### src/rtl/time_set_pkg.sv
// Shared types, BCD limits and increment helpers for the alarm-clock time-set front end.
package time_set_pkg;

  typedef enum logic [1:0] {
    IDLE       = 2'd0,
    EDIT_TIME  = 2'd1,
    EDIT_ALARM = 2'd2
  } state_e;

  localparam logic [1:0] HOUR_TENS_MAX       = 2'd2;
  localparam logic [3:0] HOUR_UNITS_MAX_AT_2 = 4'd3;
  localparam logic [2:0] MIN_TENS_MAX        = 3'd5;
  localparam logic [3:0] UNITS_MAX           = 4'd9;

  localparam int NUM_BTNS   = 5;
  localparam int BTN_MODE   = 0;
  localparam int BTN_HOUR   = 1;
  localparam int BTN_MIN    = 2;
  localparam int BTN_SET    = 3;
  localparam int BTN_SNOOZE = 4;

  // Returns {tens, units}; 23 wraps to 00.
  function automatic logic [5:0] hour_inc(input logic [1:0] tens, input logic [3:0] units);
    logic [5:0] r;
    if (tens == HOUR_TENS_MAX && units == HOUR_UNITS_MAX_AT_2) begin
      r = 6'd0;
    end else if (units == UNITS_MAX) begin
      r = {tens + 2'd1, 4'd0};
    end else begin
      r = {tens, units + 4'd1};
    end
    return r;
  endfunction

  // Returns {tens, units}; 59 wraps to 00 and never carries into the hour.
  function automatic logic [6:0] min_inc(input logic [2:0] tens, input logic [3:0] units);
    logic [6:0] r;
    if (units == UNITS_MAX) begin
      if (tens == MIN_TENS_MAX) begin
        r = 7'd0;
      end else begin
        r = {tens + 3'd1, 4'd0};
      end
    end else begin
      r = {tens, units + 4'd1};
    end
    return r;
  endfunction

endpackage

### src/rtl/btn_debounce.sv
// Push-button conditioner: 2-flop synchroniser, stability counter, debounced level
// and a one-cycle press pulse on the level's rising edge.
module btn_debounce #(
  parameter int DEBOUNCE_CYCLES = 4
) (
  input  logic clk,
  input  logic reset,
  input  logic btn_i,
  output logic press_o
);

  localparam int CW = (DEBOUNCE_CYCLES < 2) ? 1 : $clog2(DEBOUNCE_CYCLES + 1);
  localparam logic [CW-1:0] CNT_LAST = CW'(DEBOUNCE_CYCLES - 1);

  logic          sync1_q, sync2_q;
  logic          level_q, level_d;
  logic          press_q, press_d;
  logic [CW-1:0] cnt_q, cnt_d;

  always_comb begin
    level_d = level_q;
    press_d = 1'b0;
    cnt_d   = '0;
    if (sync2_q != level_q) begin
      // Flip on the DEBOUNCE_CYCLES-th consecutive differing cycle.
      if (cnt_q == CNT_LAST) begin
        level_d = sync2_q;
        press_d = sync2_q;
      end else begin
        cnt_d = cnt_q + CW'(1);
      end
    end
  end

  always_ff @(posedge clk) begin
    if (reset) begin
      sync1_q <= 1'b0;
      sync2_q <= 1'b0;
      level_q <= 1'b0;
      press_q <= 1'b0;
      cnt_q   <= '0;
    end else begin
      sync1_q <= btn_i;
      sync2_q <= sync1_q;
      level_q <= level_d;
      press_q <= press_d;
      cnt_q   <= cnt_d;
    end
  end

  assign press_o = press_q;

endmodule

### src/rtl/time_set_ctrl.sv
// Alarm-clock user-input front end: debounced buttons drive a mode FSM that edits a
// BCD hh:mm value and strobes it into the clock core as time or alarm.
//
//   state      | meaning
//   IDLE       | not editing; set toggles AL_ON
//   EDIT_TIME  | hour/min edit value; set strobes LD_time
//   EDIT_ALARM | hour/min edit value; set strobes LD_alarm
module time_set_ctrl
  import time_set_pkg::*;
#(
  parameter int DEBOUNCE_CYCLES = 4
) (
  input  logic       clk,
  input  logic       reset,
  input  logic       btn_mode,
  input  logic       btn_hour,
  input  logic       btn_min,
  input  logic       btn_set,
  input  logic       btn_snooze,
  output logic [1:0] H_in1,
  output logic [3:0] H_in0,
  output logic [2:0] M_in1,
  output logic [3:0] M_in0,
  output logic       LD_time,
  output logic       LD_alarm,
  output logic       STOP_al,
  output logic       AL_ON,
  output logic [1:0] mode
);

  logic [NUM_BTNS-1:0] raw;
  logic [NUM_BTNS-1:0] press;

  assign raw[BTN_MODE]   = btn_mode;
  assign raw[BTN_HOUR]   = btn_hour;
  assign raw[BTN_MIN]    = btn_min;
  assign raw[BTN_SET]    = btn_set;
  assign raw[BTN_SNOOZE] = btn_snooze;

  for (genvar i = 0; i < NUM_BTNS; i++) begin : g_db
    btn_debounce #(
      .DEBOUNCE_CYCLES(DEBOUNCE_CYCLES)
    ) u_db (
      .clk    (clk),
      .reset  (reset),
      .btn_i  (raw[i]),
      .press_o(press[i])
    );
  end

  state_e     state_q, state_d;
  logic [1:0] h1_q, h1_d;
  logic [3:0] h0_q, h0_d;
  logic [2:0] m1_q, m1_d;
  logic [3:0] m0_q, m0_d;
  logic       ld_time_q, ld_time_d;
  logic       ld_alarm_q, ld_alarm_d;
  logic       stop_al_q, stop_al_d;
  logic       al_on_q, al_on_d;

  always_ff @(posedge clk) begin
    if (reset) begin
      state_q    <= IDLE;
      h1_q       <= '0;
      h0_q       <= '0;
      m1_q       <= '0;
      m0_q       <= '0;
      ld_time_q  <= 1'b0;
      ld_alarm_q <= 1'b0;
      stop_al_q  <= 1'b0;
      al_on_q    <= 1'b0;
    end else begin
      state_q    <= state_d;
      h1_q       <= h1_d;
      h0_q       <= h0_d;
      m1_q       <= m1_d;
      m0_q       <= m0_d;
      ld_time_q  <= ld_time_d;
      ld_alarm_q <= ld_alarm_d;
      stop_al_q  <= stop_al_d;
      al_on_q    <= al_on_d;
    end
  end

  // Priority: mode > set > hour/min; snooze is orthogonal to everything else.
  always_comb begin
    state_d    = state_q;
    h1_d       = h1_q;
    h0_d       = h0_q;
    m1_d       = m1_q;
    m0_d       = m0_q;
    ld_time_d  = 1'b0;
    ld_alarm_d = 1'b0;
    stop_al_d  = press[BTN_SNOOZE];
    al_on_d    = al_on_q;

    if (press[BTN_MODE]) begin
      case (state_q)
        IDLE:      state_d = EDIT_TIME;
        EDIT_TIME: state_d = EDIT_ALARM;
        default:   state_d = IDLE;
      endcase
    end else if (press[BTN_SET]) begin
      case (state_q)
        EDIT_TIME: begin
          ld_time_d = 1'b1;
          state_d   = IDLE;
        end
        EDIT_ALARM: begin
          ld_alarm_d = 1'b1;
          state_d    = IDLE;
        end
        default: al_on_d = ~al_on_q;
      endcase
    end else if (state_q != IDLE) begin
      if (press[BTN_HOUR]) begin
        {h1_d, h0_d} = hour_inc(h1_q, h0_q);
      end
      if (press[BTN_MIN]) begin
        {m1_d, m0_d} = min_inc(m1_q, m0_q);
      end
    end
  end

  assign H_in1    = h1_q;
  assign H_in0    = h0_q;
  assign M_in1    = m1_q;
  assign M_in0    = m0_q;
  assign LD_time  = ld_time_q;
  assign LD_alarm = ld_alarm_q;
  assign STOP_al  = stop_al_q;
  assign AL_ON    = al_on_q;
  assign mode     = state_q;

endmodule

### config.mk
export PLATFORM = sky130hd
export DESIGN_NAME = time_set_ctrl
export DESIGN_NICKNAME = d
export VERILOG_FILES = /design/src/rtl/time_set_pkg.sv /design/src/rtl/btn_debounce.sv /design/src/rtl/time_set_ctrl.sv
export SDC_FILE = /design/constraint.sdc
export NUM_CORES = 1
export LEC_CHECK = 0
export CAP_MARGIN = 20
export CORE_ASPECT_RATIO = 2
export CORE_MARGIN = 2
export CORE_UTILIZATION = 50
export DETAILED_ROUTE_END_ITERATION = 10
export DONT_BUFFER_PORTS = 1
export PLACE_DENSITY = 0.63
export SLEW_MARGIN = 20
export SYNTH_ARGS = -nofsm -noshare
export SYNTH_HDL_FRONTEND = slang
export SYNTH_SLANG_ARGS = --single-unit
### constraint.sdc
create_clock -name clk -period 2.1 [get_ports clk]
set_input_delay 0.315 -clock clk [delete_from_list [all_inputs] [get_ports clk]]
set_output_delay 0.315 -clock clk [all_outputs]
set_load 0.01 [all_outputs]
==> reports/results.tsv, run 1 <==
stage	metric	value	unit
finish	syn_to_final_growth	7.369	%
grt	antenna_found_initial	0	
synthesis	synth_top_cell_by_area	dfxtp_1	
pwr	power_density	698.8	mW/mm²
synthesis	synthArstFlopShare	0	%
timing	hold_viol	0	
detailed_routing	dr.pass1.iters	4	
grt	grt_pass1_vias	1431	
finish	final_layout_size_suffix_gt1_share	7.175	%
synthesis	synth_area	0.002173	mm²
pwr	power.leakage	0.8127	nW
placed_design	io_buffers	0	
finish	final_nets	246	
worst_setup_path	cp_max_fo	6	
timing	fin_setup_tns	0	ns
worst_setup_path	critPathLaunchType	flop	
timing	post-route-period-util	90.33	%
timing	slew_headroom	66.54	%
finish	utilization	54.85	%
die	core_area	0.004254	mm²
synthesis	synth.top_cell.area_share	49.74	%
clock_network	clockBufferDepth	2	
timing	skew	0.007476	ns
worst_hold_path	min_path_type	input port to flop	
synthesis	synthTopCellsByCount	54 x dfxtp_1, 23 x nor2_1, 17 x ha_1, 17 x inv_1, 16 x nor2b_1	
synthesis	synthDistinctLibCells	35	
grt	grt_usage	15.64	%
worst_setup_path	max_stage_delay	0.59	ns
synthesis	synth_compound_area_share	5.930	%
synthesis	yosys_warnings	0	
pwr	irDropWorstVdd	817.5	µV
synthesis	avgSynthCellArea	10.02	µm²
grt	grt_first_pass_wirelength	6.072	mm
clock_network	root_buffer	clkbuf_8	
worst_hold_path	min-delay-start	reset	
die	start_util	51.09	%
timing	clock.fmax	527.2	MHz
synthesis	synthFlopType	dfxtp_1	
synthesis	synth-edff-count	0	
timing	worst_pin_slew	0.4949	ns
worst_setup_path	criticalPathCategory	flop to flop	
finish	n_antenna_cell	0	
die	die_area	0.004922	mm²
synthesis	yosysMostFrequentCell	dfxtp_1	
detailed_routing	drc	0	
run_status	status	completed	
clock_network	cts-buffers-inserted	5	
die	io_pins	26	
detailed_routing	vias	1454	
clock_network	clk_latency	0.30	ns
placed_design	gp_congestion	0.7371	
clock_network	postCtsSetupBuffers	0	
detailed_routing	vias_per_cell	5.249	
detailed_routing	drt_iter0_markers	12	
clock_network	htreeDepth	2	
placed_design	dp_hpwl	2.267	mm
pwr	finalPower	1.631	mW
clock_network	cts_tree	built	
synthesis	synth-seq-cells	54	
detailed_routing	ant_nets	0	
clock_network	cts_num_sinks	54	
die	rows	34	
timing	setup_viol_count_final	0	
die	fp.dieW	50.62	µm
grt	grt-ovfl-total	0	
synthesis	synthCells	217	
synthesis	yosys.area_share.simple	24.76	%
worst_setup_path	crit_path_end_kind	flop	
synthesis	synth-seq-area-share	49.74	%
detailed_routing	totalWireLength	3.275	mm
timing	slew_violations	0	
worst_setup_path	critical-path-slowest-cell	or4b_4	
worst_setup_path	worstSetupStartpoint	mode[0]$_SDFFE_PP0P_	
clock_network	ctsHoldBuffers	0	
flow_run	maxCapViolations	0	
synthesis	synth_mux_area_share	2.821	%
worst_setup_path	crit_chain	inv_1, ha_1, or4b_4, or3_1, o32ai_1	
synthesis	synthesis.nets	241	
worst_setup_path	crit-reg2reg-launch	mode[0]$_SDFFE_PP0P_	
die	die_y	97.24	µm
worst_setup_path	required	2.32	ns
clock_network	postCtsResizedCells	0	
timing	min_period	1.897	ns
timing	rsz0062_at_grt	false	
synthesis	synthTopCellsByArea	dfxtp_1 50%, ha_1 9.8%, nor2b_1 4.6%	
synthesis	synth_top_family_by_area	simple AND/OR/NAND/NOR gates	
synthesis	synthAdderAreaFrac	9.787	%
grt	grt_max_degree	49	
synthesis	synth_xor_area_share	2.418	%
worst_setup_path	cp.arrival	2.12	ns
detailed_routing	wl_per_cell	11.82	µm
clock_network	clkSlewWorstSetupHoldPaths	0.09	ns
power by group:
| part | internal [mW] | total (mW) | switching [mW] |
|---|---|---|---|
| clock network | 0.235 | 0.562 | 0.328 |
| logic | 0.0143 | 0.0221 | 0.00781 |
| registers | 1.04 | 1.05 | 0.00922 |
layer usage:
| metal | routed length [µm] | GRT usage [%] | up-vias |
|---|---|---|---|
| met5 | 0 | 0 | - |
| met4 | 69 | 6.861 | 0 |
| met3 | 125 | 4.308 | 6 |
| met2 | 1667 | 25.71 | 23 |
| met1 | 1414 | 18.59 | 673 |
| li1 | - | - | 752 |
registers in the layout, summed over array words and instances, names as in the netlist, 3 cells and up:
register	cells
H_in0	4
M_in0	4
M_in1	3
g_db.u_db.cnt_q	15
g_db.u_db.level_q	5
g_db.u_db.press_o	5
g_db.u_db.sync1_q	5
g_db.u_db.sync2_q	5
final cells by class:
| type | count | area [µm²] |
|---|---|---|
| fill | 398 | 1921 |
| sequential | 54 | 1081 |
| multi-input combinational | 139 | 993.5 |
| clock buffer | 5 | 68.82 |
| tap | 54 | 67.56 |
| inverter | 17 | 63.81 |
| timing repair buffer | 5 | 37.54 |
| clock inverter | 3 | 21.27 |
through the flow:
stage	cell area (µm²)	instances	hold WS (ns)	setup WS, ns
final	2333	277	0.07323	0.2032
after global routing	2333	277	0.05274	0.04327
after CTS	2333	277	0.05730	0.1914
after detailed placement	2243	269	0.3916	0.2186
after global placement	2243	269	0.3892	0.2736
after floorplan	2173	217	0.3990	0.07507
cell usage in the layout (no fill, tap or decap), types with 6 or more instances in the layout:
cell type	netlist	layout
or3_1	7	7
ha_1	17	17
nor2_1	23	23
nor2b_1	16	16
xnor2_1	6	6
nand2_1	10	10
a21oi_1	9	9
dfxtp_1	54	54
inv_1	17	17
nor4bb_1	8	8
path summary, 6_finish.rpt:
kind / slack, ns / cells past startpoint / end
worst max register to register: 0.20 / 5 / H_in1[1]$_SDFFE_PP0P_
worst min-delay path: 0.07 / 1 / M_in0[3]$_SDFFE_PP0P_
worst max-delay path: 0.20 / 5 / H_in1[1]$_SDFFE_PP0P_
worst min register to register: 0.42 / 1 / g_db[1].u_db.cnt_q[0]$_SDFF_PP0_
kinds of logic (layout without fill, tap and decap cells):
kind of cell	after synthesis	after routing
mux	6	6
flops	54	54
xor+xnor	6	6
fa+ha+maj	17	17
compound gates	21	21
buf+inv	24	30
simple gates	89	89
worst max-delay path: cells and delay by family (launching register included):
family	cells	cell delay, ns
and+or+nand+nor	2	0.94
DFF	1	0.34
adders and majority gates	1	0.25
AOI/OAI and AO/OA	1	0.21
buffers and inverters	1	0.06
Note: power is estimated with default switching activity, not from simulation.
==> run 2, diff against run 1 <==
- GPL_TIMING_DRIVEN: default -> 0
==> run 2 against run 1 <==
Compared with the run above:
- non-clock buffer count is 2 higher
- clock power is 46% higher
- design area is 3.4% higher
- total power is 17% higher
- die area stayed put
- final cell count is 0.72% higher
- first-iteration DRC count stayed put
- sequential power hardly changed
- via count stayed put
- sequential share of layout area is 1.2 points lower
- clock skew is 0.0013 ns lower
- critical path depth is 1 higher
==> reports/results.tsv, run 2 (same netlist as run 1, synthesis figures left out) <==
stage	metric	value	unit
grt	antenna_found_initial	0	
timing	worst_pin_slew	0.7104	ns
clock_network	clockBufferDepth	2	
timing	hold_slack	0.1429	ns
timing	min_period	2.010	ns
worst_setup_path	crit-reg2reg-launch	mode[0]$_SDFFE_PP0P_	
worst_setup_path	max_stage_delay	0.51	ns
detailed_routing	vias_per_cell	5.211	
die	die_y	97.24	µm
finish	fin_cells	279	
placed_design	placed_cell_area	0.002241	mm²
die	start_util	51.09	%
clock_network	cts-buffers-inserted	5	
timing	setup_ws	0.08971	ns
worst_hold_path	min_path_type	input port to flop	
detailed_routing	totalWireLength	3.406	mm
grt	grt_first_pass_wirelength	5.920	mm
worst_setup_path	cp_max_fo	7	
worst_setup_path	criticalPathCategory	flop to flop	
worst_setup_path	reg2regPathDepth	6	
timing	post-route-period-util	95.73	%
grt	grt-ovfl-total	0	
clock_network	root_buffer	clkbuf_8	
timing	skew	0.006171	ns
worst_setup_path	crit_buf_inv	2	
flow_run	maxCapViolations	0	
placed_design	place_ws	-0.1735	ns
clock_network	cts_tree	built	
grt	grt_usage	15.37	%
worst_setup_path	crit_path_end_kind	flop	
die	rows	34	
worst_setup_path	path_delay_family	simple AND/OR/NAND/NOR gates	
worst_setup_path	reg2reg_to	M_in0[1]$_SDFFE_PP0P_	
timing	clock.fmax	497.4	MHz
worst_setup_path	r2r_setup_slack	0.09	ns
timing	fin_setup_tns	0	ns
detailed_routing	wl_per_cell	12.21	µm
finish	largest_register	g_db.u_db.cnt_q	
detailed_routing	vias	1454	
detailed_routing	dr.pass1.iters	4	
worst_setup_path	worstSetupStartpoint	mode[0]$_SDFFE_PP0P_	
clock_network	clk_latency	0.30	ns
finish	final_area	0.002412	mm²
worst_setup_path	critical-path-slowest-cell	or4b_1	
clock_network	htreeDepth	2	
grt	grt_pass1_vias	1406	
finish	mostFrequentLayoutCells	52 x dfxtp_1, 23 x nor2_1, 16 x inv_1, 16 x nor2b_1, 16 x ha_1	
finish	utilization	56.71	%
timing	setup_viol_count_final	0	
finish	n_antenna_cell	0	
finish	final_nets	248	
clock_network	clkSlewWorstSetupHoldPaths	0.09	ns
placed_design	dpl.cell_count	271	
worst_setup_path	worstSetupEndpoint	M_in0[1]$_SDFFE_PP0P_	
timing	slew_violations	0	
pwr	finalPower	1.903	mW
timing	slew_headroom	51.97	%
finish	final_layout_size_suffix_gt1_share	8.000	%
worst_setup_path	required	2.33	ns
pwr	power_density	789.0	mW/mm²
finish	final_common_cell	dfxtp_1	
placed_design	io_buffers	0	
finish	syn_to_final_growth	11.00	%
clock_network	cts_num_sinks	54	
worst_setup_path	cp.depth	6	
finish	largest_register_ffs	15	
worst_setup_path	critPathLaunchType	flop	
pwr	irDropWorstVdd	891.1	µV
grt	grt_max_degree	17	
die	core_area	0.004254	mm²
run_status	status	completed	
worst_setup_path	crit_chain	inv_1, ha_4, or4b_1, buf_4, or4_1, a21oi_1	
placed_design	dp_hpwl	2.500	mm
detailed_routing	ant_nets	0	
worst_setup_path	cp.arrival	2.24	ns
detailed_routing	drc	0	
pwr	power.leakage	0.8336	nW
timing	rsz0062_at_grt	false	
die	die_area	0.004922	mm²
placed_design	gp_congestion	0.6950	
die	fp.dieW	50.62	µm
clock_network	ctsHoldBuffers	0	
timing	hold_viol	0	
detailed_routing	drt_iter0_markers	12	
die	io_pins	26	
[run 2: cell types whose count changed in the layout (fill, tap and decap cells not counted), moves of 2 or more]
cell       delta
buf_4         -4
clkbuf_1      +4
bufinv_16     +2
dfxtp_1       -2
dfxtp_4       +2
[run 2: final cells by class]
cell class | instances | area [µm²]
Buffer | 7 | 37.54
Clock inverter | 2 | 60.06
Fill cell | 399 | 1842
Sequential cell | 54 | 1089
Inverter | 17 | 63.81
Tap cell | 54 | 67.56
Clock buffer | 6 | 82.58
Multi-Input combinational cell | 139 | 1012
[run 2: power breakdown]
group	total (mW)	internal (mW)	switching, mW
registers	1.04	1.03	0.00976
clock network	0.820	0.508	0.312
logic	0.0391	0.0160	0.0231
[run 2: routing by layer]
| metal | GRT usage [%] | vias up | share of wire [%] |
|---|---|---|---|
| li1 | - | 754 | - |
| met1 | 16.32 | 668 | 41 |
| met2 | 27.53 | 25 | 53 |
| met3 | 4.154 | 7 | 3.6 |
| met4 | 6.237 | 0 | 2.0 |
| met5 | 0 | - | 0 |
[run 2: timing repair]
| item | 4_1_cts | 5_1_grt |
|---|---|---|
| cloned | 0 | 0 |
| gates resized for setup | 5 | 5 |
| setup endpoints to repair | 7 | 1 |
| setup buffers | 0 | 0 |
[run 2: worst min path at each step]
stage | cells after the start | from | slack (ns) | endpoint
final | 1 | btn_set | 0.14 | g_db[3].u_db.sync1_q$_SDFF_PP0_
after global placement | 1 | g_db[4].u_db.cnt_q[0]$_SDFF_PP0_ | 0.41 | g_db[4].u_db.cnt_q[0]$_SDFF_PP0_
after floorplan | 1 | g_db[0].u_db.cnt_q[0]$_SDFF_PP0_ | 0.40 | g_db[0].u_db.cnt_q[0]$_SDFF_PP0_
after detailed placement | 1 | g_db[4].u_db.cnt_q[0]$_SDFF_PP0_ | 0.41 | g_db[4].u_db.cnt_q[0]$_SDFF_PP0_
after CTS | 1 | btn_set | 0.13 | g_db[3].u_db.sync1_q$_SDFF_PP0_
after global routing | 1 | btn_hour | 0.12 | g_db[1].u_db.sync1_q$_SDFF_PP0_
[run 2: worst register-to-register path: stages, from the launching register on]
cell and delay, ns:
dfxtp_4 0.39, inv_1 0.09, ha_4 0.19, or4b_1 0.51, buf_4 0.17, or4_1 0.46
a21oi_1 0.13
